--- src/rtl/retro_catc_pkg.sv ---
// retro_catc_pkg
//   Shared types and elaboration helpers for the clock-adjusted timing
//   controller (retro_catc) and its phase accumulator.
//   - catc_state_t     : controller states RUN / STALL / CATCHUP
//   - catc_increment   : phase increment for a target tick rate
//   - catc_shift_width : width of the speed-shift select
package retro_catc_pkg;

    typedef enum logic [1:0] {
        RUN     = 2'd0,
        STALL   = 2'd1,
        CATCHUP = 2'd2
    } catc_state_t;

    localparam int DropCountWidth = 8;

    // Computes floor(target * 2^acc_width / core) in 64-bit arithmetic.
    // For the GB defaults this is roughly 0.042 * 2^32, so the shifted
    // numerator stays well inside 64 bits.
    function automatic longint unsigned catc_increment(
        input longint unsigned core_clock,
        input longint unsigned target_clock,
        input int unsigned     acc_width
    );
        return (target_clock << acc_width) / core_clock;
    endfunction

    // A speed-shift select of width zero would be illegal, so a
    // single-speed build still gets one (always clamped) bit.
    function automatic int catc_shift_width(input int max_speed_shift);
        return (max_speed_shift > 0) ? $clog2(max_speed_shift + 1) : 1;
    endfunction

endpackage

--- src/rtl/retro_catc_if.sv ---
// retro_catc_if
//   Control/status bundle between the core shim (master) and the timing
//   controller (slave).
//   master drives : stall, pause, speed_shift, clear_ovf
//   slave drives  : clk_en, backlog, overflow, drop_count
interface retro_catc_if #(
    parameter int MaxSpeedShift = 1,
    parameter int BacklogWidth  = 4
) ();

    localparam int ShiftWidth = retro_catc_pkg::catc_shift_width(MaxSpeedShift);

    logic                    stall;
    logic                    pause;
    logic [ShiftWidth-1:0]   speed_shift;
    logic                    clear_ovf;
    logic                    clk_en;
    logic [BacklogWidth-1:0] backlog;
    logic                    overflow;
    logic [7:0]              drop_count;

    modport master (
        output stall, pause, speed_shift, clear_ovf,
        input  clk_en, backlog, overflow, drop_count
    );

    modport slave (
        input  stall, pause, speed_shift, clear_ovf,
        output clk_en, backlog, overflow, drop_count
    );

endinterface

--- src/rtl/retro_phase_accum.sv ---
// retro_phase_accum
//   Phase accumulator producing the raw emulated-time tick.
//   Ports:
//     clk, rst_n  : fabric clock, asynchronous active-low reset
//     pause       : hold the accumulator, emit no ticks
//     speed_shift : rate = base << speed_shift (clamped to MaxSpeedShift)
//     tick        : registered carry-out of the accumulator, one cycle wide
module retro_phase_accum
    import retro_catc_pkg::*;
#(
    parameter int              AccWidth      = 32,
    parameter int              MaxSpeedShift = 1,
    parameter longint unsigned Inc           = 1,
    localparam int             ShiftWidth    = catc_shift_width(MaxSpeedShift)
) (
    input  logic                  clk,
    input  logic                  rst_n,
    input  logic                  pause,
    input  logic [ShiftWidth-1:0] speed_shift,
    output logic                  tick
);

    localparam logic [AccWidth-1:0] IncW = AccWidth'(Inc);

    logic [AccWidth-1:0] acc;
    logic [AccWidth-1:0] step;
    logic [AccWidth:0]   sum;
    logic [31:0]         shift_req;
    logic [31:0]         shift_amt;

    // The shift is compared at 32 bits so the clamp stays meaningful even
    // when the select is wider than MaxSpeedShift needs. The elaboration
    // rate check keeps IncW << MaxSpeedShift below 2^(AccWidth-1), so the
    // shifted step never loses bits.
    always_comb begin
        shift_req = 32'(speed_shift);
        shift_amt = (shift_req > 32'(MaxSpeedShift)) ? 32'(MaxSpeedShift) : shift_req;
        step      = IncW << shift_amt;
        sum       = {1'b0, acc} + {1'b0, step};
    end

    // Carry-out is registered, so a wrap shows up as a tick one cycle
    // later. Pause freezes the phase, which keeps emulated time exact.
    always_ff @(posedge clk or negedge rst_n) begin
        if (!rst_n) begin
            acc  <= '0;
            tick <= 1'b0;
        end else if (pause) begin
            tick <= 1'b0;
        end else begin
            acc  <= sum[AccWidth-1:0];
            tick <= sum[AccWidth];
        end
    end

endmodule

--- src/rtl/retro_catc.sv ---
// retro_catc
//   Clock-adjusted timing controller. Turns the accumulator tick into the
//   core clock enable, buffers ticks that arrive while the core is stalled
//   and replays them once the stall clears, so no emulated time is lost.
//   Ports:
//     clk, rst_n : fabric clock, asynchronous active-low reset
//     bus        : retro_catc_if.slave
//                  in : stall, pause, speed_shift, clear_ovf
//                  out: clk_en, backlog, overflow, drop_count
module retro_catc
    import retro_catc_pkg::*;
#(
    parameter longint unsigned CoreClock     = 200000000,
    parameter longint unsigned TargetClock   = 8388608,
    parameter int              AccWidth      = 32,
    parameter int              MaxSpeedShift = 1,
    parameter int              BacklogWidth  = 4,
    parameter int              CatchUpGap    = 1
) (
    input  logic         clk,
    input  logic         rst_n,
    retro_catc_if.slave  bus
);

    localparam longint unsigned Inc = catc_increment(CoreClock, TargetClock, AccWidth);
    localparam int GapWidth = (CatchUpGap > 1) ? $clog2(CatchUpGap) : 1;
    localparam logic [GapWidth-1:0]     GapReload  = GapWidth'(CatchUpGap - 1);
    localparam logic [BacklogWidth-1:0] BacklogMax = '1;

    // At most one tick per fabric cycle, even at the fastest speed.
    if (((TargetClock << MaxSpeedShift) * 2) > CoreClock) begin : g_rate_check
        $error("retro_catc: TargetClock << MaxSpeedShift exceeds CoreClock/2");
    end
    if (CatchUpGap < 1) begin : g_gap_check
        $error("retro_catc: CatchUpGap must be at least 1");
    end

    catc_state_t             state_q, state_d;
    logic [BacklogWidth-1:0] backlog_q, backlog_d;
    logic [GapWidth-1:0]     gap_q, gap_d;
    logic                    overflow_q;
    logic [7:0]              drop_q;
    logic                    tick;
    logic                    stall;
    logic                    clk_en;
    logic                    replay;
    logic                    buffer;
    logic                    drop;

    assign stall = bus.stall;

    retro_phase_accum #(
        .AccWidth      (AccWidth),
        .MaxSpeedShift (MaxSpeedShift),
        .Inc           (Inc)
    ) u_accum (
        .clk         (clk),
        .rst_n       (rst_n),
        .pause       (bus.pause),
        .speed_shift (bus.speed_shift),
        .tick        (tick)
    );

    // State, backlog and gap registers.
    always_ff @(posedge clk or negedge rst_n) begin
        if (!rst_n) begin
            state_q   <= RUN;
            backlog_q <= '0;
            gap_q     <= '0;
        end else begin
            state_q   <= state_d;
            backlog_q <= backlog_d;
            gap_q     <= gap_d;
        end
    end

    // Next-state and clk_en decode. clk_en is combinational so it can be
    // gated by the same-cycle stall. A tick arriving on a replay cycle is
    // absorbed by the replay (net backlog change zero) and so can never be
    // dropped. Outside CATCHUP the gap counter keeps draining, so a fresh
    // catch-up still honours the spacing from the last replay; STALL holds it.
    always_comb begin
        state_d   = state_q;
        backlog_d = backlog_q;
        gap_d     = gap_q;
        clk_en    = 1'b0;
        replay    = 1'b0;
        buffer    = 1'b0;
        drop      = 1'b0;

        case (state_q)
            RUN: begin
                if (gap_q != '0) gap_d = gap_q - 1'b1;
                if (stall) begin
                    buffer  = tick;
                    state_d = STALL;
                end else begin
                    clk_en = tick;
                end
            end
            STALL: begin
                buffer = tick;
                if (!stall) state_d = ((backlog_q != '0) || tick) ? CATCHUP : RUN;
            end
            CATCHUP: begin
                buffer = tick;
                if (stall) begin
                    state_d = STALL;
                end else if (gap_q == '0) begin
                    clk_en = 1'b1;
                    replay = 1'b1;
                    gap_d  = GapReload;
                end else begin
                    gap_d = gap_q - 1'b1;
                end
            end
            default: state_d = RUN;
        endcase

        if (buffer && !replay) begin
            if (backlog_q == BacklogMax) drop = 1'b1;
            else                         backlog_d = backlog_q + 1'b1;
        end else if (replay && !buffer) begin
            backlog_d = backlog_q - 1'b1;
        end

        if ((state_q == CATCHUP) && !stall && (backlog_d == '0)) state_d = RUN;
    end

    // Sticky overflow and saturating drop count. A drop in the same cycle
    // as a clear wins, leaving exactly that one drop recorded.
    always_ff @(posedge clk or negedge rst_n) begin
        if (!rst_n) begin
            overflow_q <= 1'b0;
            drop_q     <= '0;
        end else if (drop) begin
            overflow_q <= 1'b1;
            if (bus.clear_ovf)         drop_q <= 8'd1;
            else if (drop_q != 8'hFF)  drop_q <= drop_q + 8'd1;
        end else if (bus.clear_ovf) begin
            overflow_q <= 1'b0;
            drop_q     <= '0;
        end
    end

    assign bus.clk_en     = clk_en;
    assign bus.backlog    = backlog_q;
    assign bus.overflow   = overflow_q;
    assign bus.drop_count = drop_q;

endmodule
--- src/flat_wrapper.sv ---
// flat-port wrapper written by rule: the top's interface ports become plain ports
module retro_catc_flat import retro_catc_pkg::*;
#(
    parameter longint unsigned CoreClock     = 200000000,
    parameter longint unsigned TargetClock   = 8388608,
    parameter int              AccWidth      = 32,
    parameter int              MaxSpeedShift = 1,
    parameter int              BacklogWidth  = 4,
    parameter int              CatchUpGap    = 1
)
  (clk, rst_n, bus_stall, bus_pause, bus_speed_shift, bus_clear_ovf, bus_clk_en, bus_backlog, bus_overflow, bus_drop_count);
  retro_catc_if #(.MaxSpeedShift(MaxSpeedShift), .BacklogWidth(BacklogWidth)) bus_i ();
  input  logic clk;
  input  logic rst_n;
  input wire logic [$bits(bus_i.stall)-1:0] bus_stall;
  input wire logic [$bits(bus_i.pause)-1:0] bus_pause;
  input wire logic [$bits(bus_i.speed_shift)-1:0] bus_speed_shift;
  input wire logic [$bits(bus_i.clear_ovf)-1:0] bus_clear_ovf;
  output wire logic [$bits(bus_i.clk_en)-1:0] bus_clk_en;
  output wire logic [$bits(bus_i.backlog)-1:0] bus_backlog;
  output wire logic [$bits(bus_i.overflow)-1:0] bus_overflow;
  output wire logic [$bits(bus_i.drop_count)-1:0] bus_drop_count;
  assign bus_i.stall = bus_stall;
  assign bus_i.pause = bus_pause;
  assign bus_i.speed_shift = bus_speed_shift;
  assign bus_i.clear_ovf = bus_clear_ovf;
  assign bus_clk_en = bus_i.clk_en;
  assign bus_backlog = bus_i.backlog;
  assign bus_overflow = bus_i.overflow;
  assign bus_drop_count = bus_i.drop_count;
  retro_catc #(.CoreClock(CoreClock), .TargetClock(TargetClock), .AccWidth(AccWidth), .MaxSpeedShift(MaxSpeedShift), .BacklogWidth(BacklogWidth), .CatchUpGap(CatchUpGap)) u_core (.clk(clk), .rst_n(rst_n), .bus(bus_i));
endmodule
--- config.mk ---
export PLATFORM = sky130hd
export DESIGN_NAME = retro_catc_flat
export DESIGN_NICKNAME = d
export VERILOG_FILES = /design/src/rtl/retro_catc_pkg.sv /design/src/rtl/retro_catc_if.sv /design/src/rtl/retro_phase_accum.sv /design/src/rtl/retro_catc.sv /design/src/flat_wrapper.sv
export SDC_FILE = /design/constraint.sdc
export NUM_CORES = 1
export LEC_CHECK = 0
export CAP_MARGIN = 0
export CORE_MARGIN = 3
export CORE_UTILIZATION = 36
export DETAILED_ROUTE_END_ITERATION = 8
export GPL_TIMING_DRIVEN = 1
export MAX_ROUTING_LAYER = met4
export SLEW_MARGIN = 5
export SYNTH_ARGS = -nofsm -noshare
export SYNTH_HDL_FRONTEND = slang
export SYNTH_HIERARCHICAL = 1
export SYNTH_SLANG_ARGS = --single-unit
--- constraint.sdc ---
create_clock -name clk -period 5.95 [get_ports clk]
set_clock_uncertainty 0.1 [all_clocks]
set_input_delay 1.4875 -clock clk [delete_from_list [all_inputs] [get_ports clk]]
set_output_delay 1.4875 -clock clk [all_outputs]
set_load 0.01 [all_outputs]
# --- Word-level counts from Yosys, hierarchy flattened ---
# Cells that the tools add are included.
word_totals:
  register_bits: 49
  elab_cells: 66
op_classes:
  eq_ne: 7
  n_reduce_logical: 19
  shifts: 1
  addsub: 5
  n_mux: 27
op_table:
  columns: ["cell", "n"]
  rows:
  - ["adder 32 x 32 -> 33 bit", 1]
  - ["2-to-1 mux 8 bit", 4]
  - ["<< shifter 28 x 1 -> 32 bit, first input constant", 1]
  - ["2-to-1 mux 1 bit", 12]
  - ["2-to-1 mux 4 bit", 3]
  - ["adder 8 x 1 -> 8 bit, second input constant", 1]
  - ["2-to-1 mux 2 bit", 4]
  - ["!= test 8 bit, second input constant", 1]
  - ["case mux 1 bit (2 select lines)", 3]
  - ["AND reduction 2 bit", 3]
  - ["nonzero test 2 bit", 3]
  - ["adder 4 x 1 -> 4 bit, second input constant", 1]
  - ["== test 4 bit, second input constant", 1]
  - ["logical AND 1 bit", 4]
  - ["logical NOT 4 bit", 1]
  - ["case mux 2 bit (2 select lines)", 1]
  - ["nonzero test 4 bit", 1]
  - ["OR reduction 2 bit", 2]
  - ["subtractor 4 x 1 -> 4 bit, second input constant", 1]
  - ["logical NOT 1 bit", 3]
  - ["!= test 3 x 1 -> 1 bit, second input constant", 1]
  - ["!= test 3 x 2 -> 1 bit, second input constant", 1]
  - ["== test 2 x 1 -> 1 bit, second input constant", 1]
  - ["== test 2 bit, second input constant", 1]
  - ["4 further kinds", 4]

# --- Depth between registers and ports, before layout ---
# Gate-level depths: netlist of run 1.
logic_depth:
  word_depth: 11
  mapped_depth: 10
  mapped_depth_nobuf: 10

# --- Cells and area by module ---
# Netlist of run 1, hierarchy kept.
by_module_without_submodules:
  columns: ["mod", "area_each_um2", "cells_per_inst", "n_inst", "seq_area_each_um2"]
  rows:
  - ["retro_phase_accum", 2403.6, 273, 1, 825.8]
  - ["retro_catc", 1112.3, 122, 1, 375.4]

# --- Worst setup path before layout of run 1 ---
# OpenSTA, ideal clock, no wires.
synth_path:
  path_type: "input to register"
  start: "in bus_speed_shift"
  end: "reg u_core.u_accum.acc[30]"
  t_arrival_ns: 3.535
  stages: 10
  path_buffers: 0
  setup_slack_ns: 2.236
  setup_ns: 0.079
  path_cell_list: "inv_1 > ha_1 > inv_1 > fa_1 > nand4b_1 > a21boi_1 > a221oi_4 > o21ai_1 > o311a_1 > xor2_1"
synth_via:
  elab_chain_len: 2
synth_lines:
  columns: ["element", "line", "source"]
  rows:
  - ["from (decl)", "flat_wrapper.sv:17", "input wire logic [$bits(bus_i.speed_shift)-1:0] bus_speed_shift;"]
  - ["<< shifter 28 x 1 -> 32 bit", "retro_phase_accum.sv:38", "step = IncW << shift_amt;"]
  - ["adder 32 x 32 -> 33 bit", "retro_phase_accum.sv:39", "sum = {1'b0, acc} + {1'b0, step};"]
  - ["to (signal assigned)", "retro_phase_accum.sv:51", "acc <= sum[AccWidth-1:0];"]
  - ["to (decl)", "retro_phase_accum.sv:25", "logic [AccWidth-1:0] acc;"]
# Every way passes these cells.
# A chain may end at the register's enable or synchronous reset.

# --- Final worst setup path of run 1 ---
# Ends and elaborated chain as after synthesis.

==> impl_metrics.toml, run 1 <==
[status]
status = "finished, final reports clean"

[setup_path]
cp_cell_sequence = "clkdlybuf4s50_1 -> inv_1 -> ha_1 -> inv_1 -> fa_1 -> nand4b_1 -> a21boi_1 -> a221oi_4 -> o21ai_1 -> o311a_1 -> xor2_1"
critPathLaunch = "bus_speed_shift"
slowest_stage = "clkdlybuf4s50_1"
startpoint_type = "input pin"
critPathMaxFanout = 9
endpoint = "u_core/u_accum/acc[30]$_DFFE_PN0N_"
cp.required_ps = 6070
crit_arrival_ps = 4770
crit_type = "in2reg"
regToRegSetupSlack_ps = 3310
timing.critical_path.mode_cell = "inv_1"
r2r-end = "u_core/u_accum/acc[30]$_DFFE_PN0N_"
cpPeakStageDelay_ps = 660
timing.rr.start = "u_core/u_accum/acc[0]$_DFFE_PN0N_"
reg2reg_depth = 9
end_kind = "flip-flop"

[grt]
grt-ovfl-total = 0
grt_max_degree = 49
track_usage_pct = 14.83
grt_pass1_wl_um = 13670
antenna_found_initial = 0
grt_pass1_vias = 2950

[logic_synthesis]
syn_area_um2 = 3516
synthTopCellsByArea = "dfrtp_1 (34%), ha_1 (8.5%), nand2_1 (4.8%), xnor2_1 (3.2%), nor2_1 (3.0%)"
yosysTopAreaCell = "dfrtp_1"
synth_enable_flop_cells = 0
ys_async_sr_fraction_pct = 100.0
synth_top_area_share_pct = 34.16
ys.flop_type = "dfrtp_1"
post_synth_num_cell_types = 72
syn_inst = 395
avgSynthCellArea_um2 = 8.901
synth_nets = 426
yosys_warnings = 6
yosysSeqAreaShare_pct = 34.16
ys_ff_latch = 48

[sta]
worst_slew_pin_slew_ps = 778.7
setup_violations = 0
max_freq_mhz = 215.4
fin_crit_sh_pct = 78.03
hold_violations = 0
worst_hold_slack_ps = 400.2
fin_crit_ps = 4643
drv_slew = 0
fin_setup_tns_ps = 0
maxSlewHeadroom_pct = 47.93
rsz0062_at_grt = "false"

[power_and_ir_drop]
p_sw_share_pct = 45.13
p_int_mw = 1.038
ir_drop_mv = 0.2372
seq_power_share_pct = 32.3
p_leak_nw = 1.605
clockPowerShare_pct = 13.0
powerDensity_nw_per_um2 = 482.3
power.switching_uw = 854.1
p_comb_share_pct = 54.7

[clocking]
clkTransAtPathRegs_ps = 90
cts_setup_buffers = 0
clk_path_buf_depth = 2
cts_max_level = 2
ctsHoldBuffers = 0
cts.repair.resized = 0
numCtsBuffers = 5
clk_latency_ps = 310
cts_tree = "built"
numClockSinks = 48
cts-root-buf = "clkbuf_8"

[placement]
io_buffers = 19
dpl.hpwl_um = 5583
gp_congestion = 0.8699

[cells_and_area]
area_delta_synth_final_pct = 11.60
layout-drive-gt1-share_pct = 8.293
n_fill_cell = 960
antenna_cells = 0
nets = 440

[drt]
wl_um = 7586
drc_errors = 0
via_count = 2979
via_per_inst = 5.527
postRouteAntennaNets = 0
drtIter0Drc = 126
wl_per_cell_um = 14.07
drt_pass1_iterations = 4

[run]
drv_cap = 0

[floorplanning]
core_area_um2 = 9371
start_util_pct = 37.52
rows = 35
die_x_um = 104.8
die_h_um = 104.8
pin_count = 20
fp.dieArea_um2 = 10990

[min_path]
holdCritPathClass = "reg2reg"
worstHoldStart = "u_core/u_accum/acc[11]$_DFFE_PN0N_"
-- routing by layer --
metal  global-route usage [%]  part of all wire (%)  vias up
met3                    2.594                   5.0       10
li1                         -                     -     1485
met2                    23.51                    46       64
met4                    4.124                   1.3        0
met1                    19.62                    48     1420
met5                        -                     0        -
-- layout by cell type, fill, tap and decap left out, types with 3 or more instances in the layout --
cell type / instances
a211oi_1: 4
a21o_1: 4
a21oi_1: 20
a31oi_1: 10
and3_1: 4
clkbuf_8: 5
clkdlybuf4s50_1: 18
dfrtp_1: 48
ha_1: 24
inv_1: 20
mux2i_1: 4
nand2_1: 45
nand2b_1: 3
nand3_1: 12
nand3b_1: 3
nand4_1: 7
nor2_1: 28
nor3_1: 14
nor3b_1: 3
nor4_1: 8
nor4b_1: 3
o2111ai_1: 3
o211ai_1: 3
o21ai_0: 14
o21ai_1: 9
o31ai_1: 5
or2_2: 3
or4_1: 3
xnor2_1: 13
xor2_1: 9
-- logic make-up (layout without fill, tap and decap cells) --
kind of cell,count (synthesis),count (layout),synth area share (%)
multiplexers,8,8,2.420
flip-flops,48,48,34.16
adder cells (fa/ha/maj),25,25,9.110
AND/OR/NAND/NOR,156,156,23.67
XOR/XNOR,22,22,5.481
AO/OA/AOI/OAI,101,101,20.96
buffers and inverters,35,50,4.199
-- power groups by stage --
stage	clock network, mW	registers [mW]	logic, mW
after floorplan	0	0.572	0.828
after global placement	0	0.614	1.01
after detailed placement	0	0.613	1.03
after CTS	0.256	0.609	1.03
after global routing	0.269	0.637	1.17
final	0.247	0.611	1.04
-- cell usage after synthesis, drive strengths merged, types with 11 or more instances --
master   n
dfrtp   48
nand2   45
nor2    29
ha      24
o21ai   23
inv     21
a21oi   20
nor3    16
nand3   13
xnor2   13
clkbuf  11
-- critical path, delay by kind of cell --
kind / cells / cell delay (ps)
buf+inv: 3 / 1150
simple gates: 1 / 230
fa+ha+maj: 2 / 640
compound gates: 4 / 1100
xor+xnor: 1 / 160
-- sequential cells by signal, summed over array words and instances (netlist names) --
signal,count
u_core/state_q,2
u_core/bus.backlog,4
u_core/bus.overflow,1
u_core/u_accum/tick,1
u_core/bus.drop_count,8
u_core/u_accum/acc,32
-- worst min path at each step --
stage | end | slack, ps | depth (start not counted)
2_1_floorplan | u_core/u_accum/acc[28]$_DFFE_PN0N_ | 360 | 2
3_3_place_gp | u_core/u_accum/acc[11]$_DFFE_PN0N_ | 370 | 2
3_5_place_dp | u_core/u_accum/acc[11]$_DFFE_PN0N_ | 380 | 2
4_1_cts | u_core/u_accum/acc[11]$_DFFE_PN0N_ | 410 | 2
5_1_grt | u_core/u_accum/acc[28]$_DFFE_PN0N_ | 440 | 2
6_report | u_core/u_accum/acc[11]$_DFFE_PN0N_ | 400 | 2
-- stage by stage --
stage | instances | power (mW) | utilization (%) | instance area [µm²] | setup slack (ps)
6_report | 539 | 1.892 | 41.87 | 3924 | 1307
5_1_grt | 539 | 2.077 | 41.87 | 3924 | 1050
4_1_cts | 539 | 1.898 | 41.87 | 3924 | 1294
3_5_place_dp | 531 | 1.644 | 40.64 | 3809 | 986.7
3_3_place_gp | 531 | 1.624 | 40.64 | 3809 | 1200
2_1_floorplan | 395 | 1.400 | - | 3516 | 2236
-- cell type report --
type                            count  area [µm²]  share of cell area, %
Clock buffer                        5       68.82                  1.754
Clock inverter                      3       46.29                  1.180
Inverter                           21       78.83                  2.009
Multi-Input combinational cell    312        2167                  55.23
Sequential cell                    48        1201                  30.61
Tap cell                          129       161.4                  4.114
Timing Repair Buffer               21       200.2                  5.102
No activity file was read; power rests on OpenSTA's default activity.
==> run 2: changes to the inputs <==
Clock period 5.95 ns to 4.2 ns, I/O delays scaled along.
==> run 2 against run 1 <==
Net effect:
- combinational power grew 42%
- largest cell class unchanged
- final cell count grew 0.74%
- register-to-register slack worse by 1800 ps
- worst setup slack got worse by 810 ps
- die area did not move
- sequential share of layout area unchanged
- count of clock-buffer cells in the layout is 1 higher
- flip-flop and latch count stayed put
- critical endpoint is now u_core/u_accum/tick$_DFF_PN0_
- utilization stayed put
- critical path depth unchanged
- worst hold slack worse by 0.53 ps
- largest power group unchanged
- highest routed layer unchanged
- wire length is 0.34% higher
==> impl_metrics.toml, run 2 (synthesis gave the netlist of run 1 again) <==
[floorplanning]
die_h_um = 104.8
start_util_pct = 37.52
core_area_um2 = 9371
fp.dieArea_um2 = 10990
die_x_um = 104.8
rows = 35
pin_count = 20

[setup_path]
cp_cell_sequence = "clkdlybuf4s50_1 -> inv_1 -> ha_1 -> inv_1 -> fa_1 -> nand4b_1 -> a21boi_1 -> a221oi_4 -> o21ai_1 -> o21ba_1 -> o2111a_1"
end_kind = "flip-flop"
slowest_stage = "clkdlybuf4s50_1"
critPathMaxFanout = 7
timing.critical_path.mode_cell = "inv_1"
cp.required_ps = 4330
crit_arrival_ps = 3840
reg2reg_depth = 9
cpPeakStageDelay_ps = 420
r2r-end = "u_core/u_accum/tick$_DFF_PN0_"
crit_type = "in2reg"
timing.rr.start = "u_core/u_accum/acc[0]$_DFFE_PN0N_"
regToRegSetupSlack_ps = 1540
startpoint_type = "input pin"

[grt]
antenna_found_initial = 0
track_usage_pct = 14.99
grt_pass1_wl_um = 13540
grt_pass1_vias = 2855
grt_max_degree = 30
grt-ovfl-total = 0

[drt]
wl_per_cell_um = 14.02
drt_pass1_iterations = 4
wl_um = 7612
drc_errors = 0
postRouteAntennaNets = 0
drtIter0Drc = 141
via_per_inst = 5.422
via_count = 2944

[min_path]
worstHoldEndpoint = "u_core/u_accum/acc[7]$_DFFE_PN0N_"
hold-path-cell-count = 2
worstHoldStart = "u_core/u_accum/acc[7]$_DFFE_PN0N_"
holdCritPathClass = "reg2reg"

[cells_and_area]
nets = 445
final_common_cell = "dfrtp_1"
area_delta_synth_final_pct = 11.60
final_cell_mix = "dfrtp_1 (48), nand2_1 (45), nor2_1 (28)"
final_cells = 543
n_fill_cell = 967
multi_input_comb_area_um2 = 2167
final_area_um2 = 3924
antenna_cells = 0
seqCellArea_um2 = 1201
regMostFlops = "u_core/u_accum/acc"
largest_reg_flops = 32
layout-drive-gt1-share_pct = 8.937

[sta]
rsz0062_at_grt = "false"
drv_slew = 0
fin_crit_sh_pct = 88.13
fin_setup_tns_ps = 0
worst_slew_pin_slew_ps = 498.1
fin_crit_ps = 3702
max_freq_mhz = 270.2
setup_violations = 0
maxSlewHeadroom_pct = 66.71
hold_violations = 0
worst_hold_slack_ps = 399.7

[status]
status = "finished, final reports clean"

[placement]
dpl.cell_count = 536
dpl.hpwl_um = 5659
gp_congestion = 0.8502
placed_area_um2 = 3846
io_buffers = 19

[clocking]
clkTransAtPathRegs_ps = 90
ctsHoldBuffers = 0
cts_setup_buffers = 0
cts_tree = "built"
numClockSinks = 48
cts-root-buf = "clkbuf_8"
clk_path_buf_depth = 2
cts.repair.resized = 0
numCtsBuffers = 5
cts_max_level = 2
clk_latency_ps = 300

[power_and_ir_drop]
powerDensity_nw_per_um2 = 664.0
total_power_mw = 2.605
p_leak_nw = 1.616
ir_drop_mv = 0.2566

[run]
drv_cap = 0
==> run 2: changes by cell type in the layout (fill, tap and decap cells not counted) <==
cell / before / now
buf_4: 2 / 7
bufinv_16: 1 / 0
clkbuf_1: 0 / 1
clkinv_2: 0 / 1
clkinvlp_4: 1 / 0
inv_6: 1 / 0
==> run 2: per-stage QoR <==
stage	utilization, %	setup slack, ps
2_1_floorplan	-	923.8
3_3_place_gp	41.04	322.0
3_5_place_dp	41.04	180.2
4_1_cts	41.87	508.4
5_1_grt	41.87	310.6
6_report	41.87	498.5
==> run 2: area by class of cell <==
| class | instances | area share [%] |
|---|---|---|
| Multi-Input combinational cell | 312 | 55.23 |
| Sequential cell | 48 | 30.61 |
| Timing Repair Buffer | 26 | 6.059 |
| Tap cell | 129 | 4.114 |
| Inverter | 21 | 2.009 |
| Clock buffer | 6 | 1.849 |
| Clock inverter | 1 | 0.1276 |
==> run 2: worst max path at each step <==
stage / start / cells after the start / to
after floorplan: bus_speed_shift / 10 / u_core/u_accum/acc[30]$_DFFE_PN0N_
after global placement: bus_speed_shift / 11 / u_core/u_accum/acc[28]$_DFFE_PN0N_
after detailed placement: bus_speed_shift / 11 / u_core/u_accum/acc[28]$_DFFE_PN0N_
after CTS: bus_speed_shift / 11 / u_core/u_accum/tick$_DFF_PN0_
after global routing: bus_speed_shift / 11 / u_core/u_accum/tick$_DFF_PN0_
final: bus_speed_shift / 11 / u_core/u_accum/tick$_DFF_PN0_
==> run 2: where the power goes <==
group / switching, mW / total, mW / leakage (nW) / internal, mW
registers: 0.209 / 0.863 / 0.585 / 0.653
logic: 0.825 / 1.48 / 0.989 / 0.653
clock network: 0.152 / 0.265 / 0.0410 / 0.114
==> run 2: routing by layer <==
metal,GRT usage (%),wire [µm]
met2,23.42,3423
met4,4.217,94
met1,20.17,3822
met5,-,0
met3,2.471,272
==> run 2: critical path: cells and delay by family <==
kind	cells	cell delay [ps]
and+or+nand+nor	1	220
adders and majority gates	2	600
AOI/OAI and AO/OA	5	1300
buffers and inverters	3	660
==> run 3: changes to the inputs <==
Settings changed: CORE_ASPECT_RATIO set to 0.6.
==> run 3 against run 2 <==
Net effect:
- sequential share of layout area decreased by 0.56 points
- utilization increased by 0.99 points
- combinational power increased by 3%
- final cell count unchanged
- final area increased by 1.8%
- largest power group unchanged
- clock power increased by 72%
- highest routed layer unchanged
==> impl_metrics.toml, run 3 (synthesis gave the netlist of run 1 again) <==
[status]
status = "finished, final reports clean"

[setup_path]
timing.rr.start = "u_core/u_accum/acc[0]$_DFFE_PN0N_"
cp.required_ps = 4330
cp_cell_sequence = "clkdlybuf4s50_1 -> inv_1 -> ha_1 -> inv_1 -> fa_1 -> nand4b_1 -> a21boi_1 -> a221oi_4 -> o21ai_1 -> o21ba_1 -> o2111a_1"
crit_type = "in2reg"
timing.critical_path.mode_cell = "inv_1"
regToRegSetupSlack_ps = 1560
startpoint_type = "input pin"
critPathLaunch = "bus_speed_shift"
slowest_stage = "clkdlybuf4s50_1"
endpoint = "u_core/u_accum/tick$_DFF_PN0_"
reg2reg_depth = 9
end_kind = "flip-flop"
cpPeakStageDelay_ps = 420
critPathMaxFanout = 9
r2r-end = "u_core/u_accum/tick$_DFF_PN0_"
crit_arrival_ps = 4020

[cells_and_area]
area_delta_synth_final_pct = 13.67
antenna_cells = 0
nets = 443
regMostFlops = "u_core/u_accum/acc"
largest_reg_flops = 32
final_common_cell = "dfrtp_1"
final_cell_mix = "dfrtp_1 (48), nand2_1 (45), nor2_1 (28)"
layout-drive-gt1-share_pct = 8.717

[sta]
hold_violations = 0
setup_violations = 0
fin_crit_sh_pct = 92.53
rsz0062_at_grt = "false"
drv_slew = 0
max_freq_mhz = 257.3
worst_slew_pin_slew_ps = 622.2
fin_setup_tns_ps = 0
maxSlewHeadroom_pct = 58.52
fin_crit_ps = 3886

[power_and_ir_drop]
p_sw_share_pct = 44.34
power.switching_mw = 1.266
p_leak_nw = 1.646
p_comb_share_pct = 53.4
powerDensity_nw_per_um2 = 714.7
p_int_mw = 1.590
clockPowerShare_pct = 16.0
seq_power_share_pct = 30.5
ir_drop_mv = 0.2490
total_power_mw = 2.856

[floorplanning]
fp.dieArea_um2 = 11030
die_h_um = 82.55
rows = 27
start_util_pct = 37.71
pin_count = 20
die_x_um = 133.6
core_area_um2 = 9324

[drt]
wl_um = 8434
via_count = 3057
via_per_inst = 5.630
wl_per_cell_um = 15.53
drc_errors = 0
drtIter0Drc = 252
postRouteAntennaNets = 0
drt_pass1_iterations = 6

[run]
drv_cap = 0

[placement]
gp_congestion = 0.8910
io_buffers = 19
dpl.hpwl_um = 6149

[min_path]
holdCritPathClass = "reg2reg"

[grt]
grt_pass1_wl_um = 13930
grt-ovfl-total = 0
grt_pass1_vias = 2736
antenna_found_initial = 0
grt_max_degree = 48
track_usage_pct = 16.15

[clocking]
numClockSinks = 48
clk_path_buf_depth = 2
cts_max_level = 2
clk_latency_ps = 290
cts-root-buf = "clkbuf_16"
numCtsBuffers = 5
ctsHoldBuffers = 0
cts_tree = "built"
cts_setup_buffers = 0
cts.repair.resized = 0
clkTransAtPathRegs_ps = 70
==> run 3: stage by stage <==
stage / instances / hold slack [ps] / util [%] / cell area, µm² / setup WS [ps]
global placement: 535 / 373.6 / 41.10 / 3832 / 167.2
floorplan: 395 / 355.7 / - / 3516 / 923.8
detailed placement: 535 / 376.5 / 41.10 / 3832 / 56.25
CTS: 543 / 393.3 / 42.86 / 3996 / 368.4
global route: 543 / 417.9 / 42.86 / 3996 / 90.05
finish: 543 / 393.5 / 42.86 / 3996 / 313.5
==> run 3: per-layer routing <==
| layer | track usage, % | vias to the layer above | share of wire [%] |
|---|---|---|---|
| li1 | - | 1491 | - |
| met1 | 24.80 | 1453 | 55 |
| met2 | 21.31 | 108 | 38 |
| met3 | 3.511 | 5 | 6.5 |
| met4 | 3.285 | 0 | 0.52 |
| met5 | - | - | 0 |
==> run 3: worst min path at each step <==
stage	startpoint	slack (ps)	cells past startpoint	end
2_1_floorplan	u_core/u_accum/acc[28]$_DFFE_PN0N_	360	2	u_core/u_accum/acc[28]$_DFFE_PN0N_
3_3_place_gp	u_core/u_accum/acc[7]$_DFFE_PN0N_	370	2	u_core/u_accum/acc[7]$_DFFE_PN0N_
3_5_place_dp	u_core/u_accum/acc[8]$_DFFE_PN0N_	380	2	u_core/u_accum/acc[8]$_DFFE_PN0N_
4_1_cts	u_core/u_accum/acc[8]$_DFFE_PN0N_	390	2	u_core/u_accum/acc[8]$_DFFE_PN0N_
5_1_grt	u_core/u_accum/acc[8]$_DFFE_PN0N_	420	2	u_core/u_accum/acc[8]$_DFFE_PN0N_
6_report	u_core/u_accum/acc[8]$_DFFE_PN0N_	390	2	u_core/u_accum/acc[8]$_DFFE_PN0N_
==> run 3: area by class of cell <==
cell class	instances	area, µm²
fill	904	5328
multi-input combinational	312	2167
tap	130	162.7
sequential	48	1201
timing repair buffer	24	222.7
clock buffer	6	128.9
inverter	21	78.83
clock inverter	2	35.03
==> run 3: power groups by stage <==
stage	Combinational [mW]	Clock, mW	Sequential [mW]
after detailed placement	1.50	0	0.868
after global routing	1.69	0.487	0.905
after CTS	1.51	0.470	0.867
final	1.53	0.457	0.872
after floorplan	1.17	0	0.810
after global placement	1.46	0	0.869
==> run 3: worst max-delay path, delay by kind of cell <==
family	cells	cell delay, ps
compound gates	5	1270
buf+inv	3	810
simple gates	1	230
fa+ha+maj	2	640
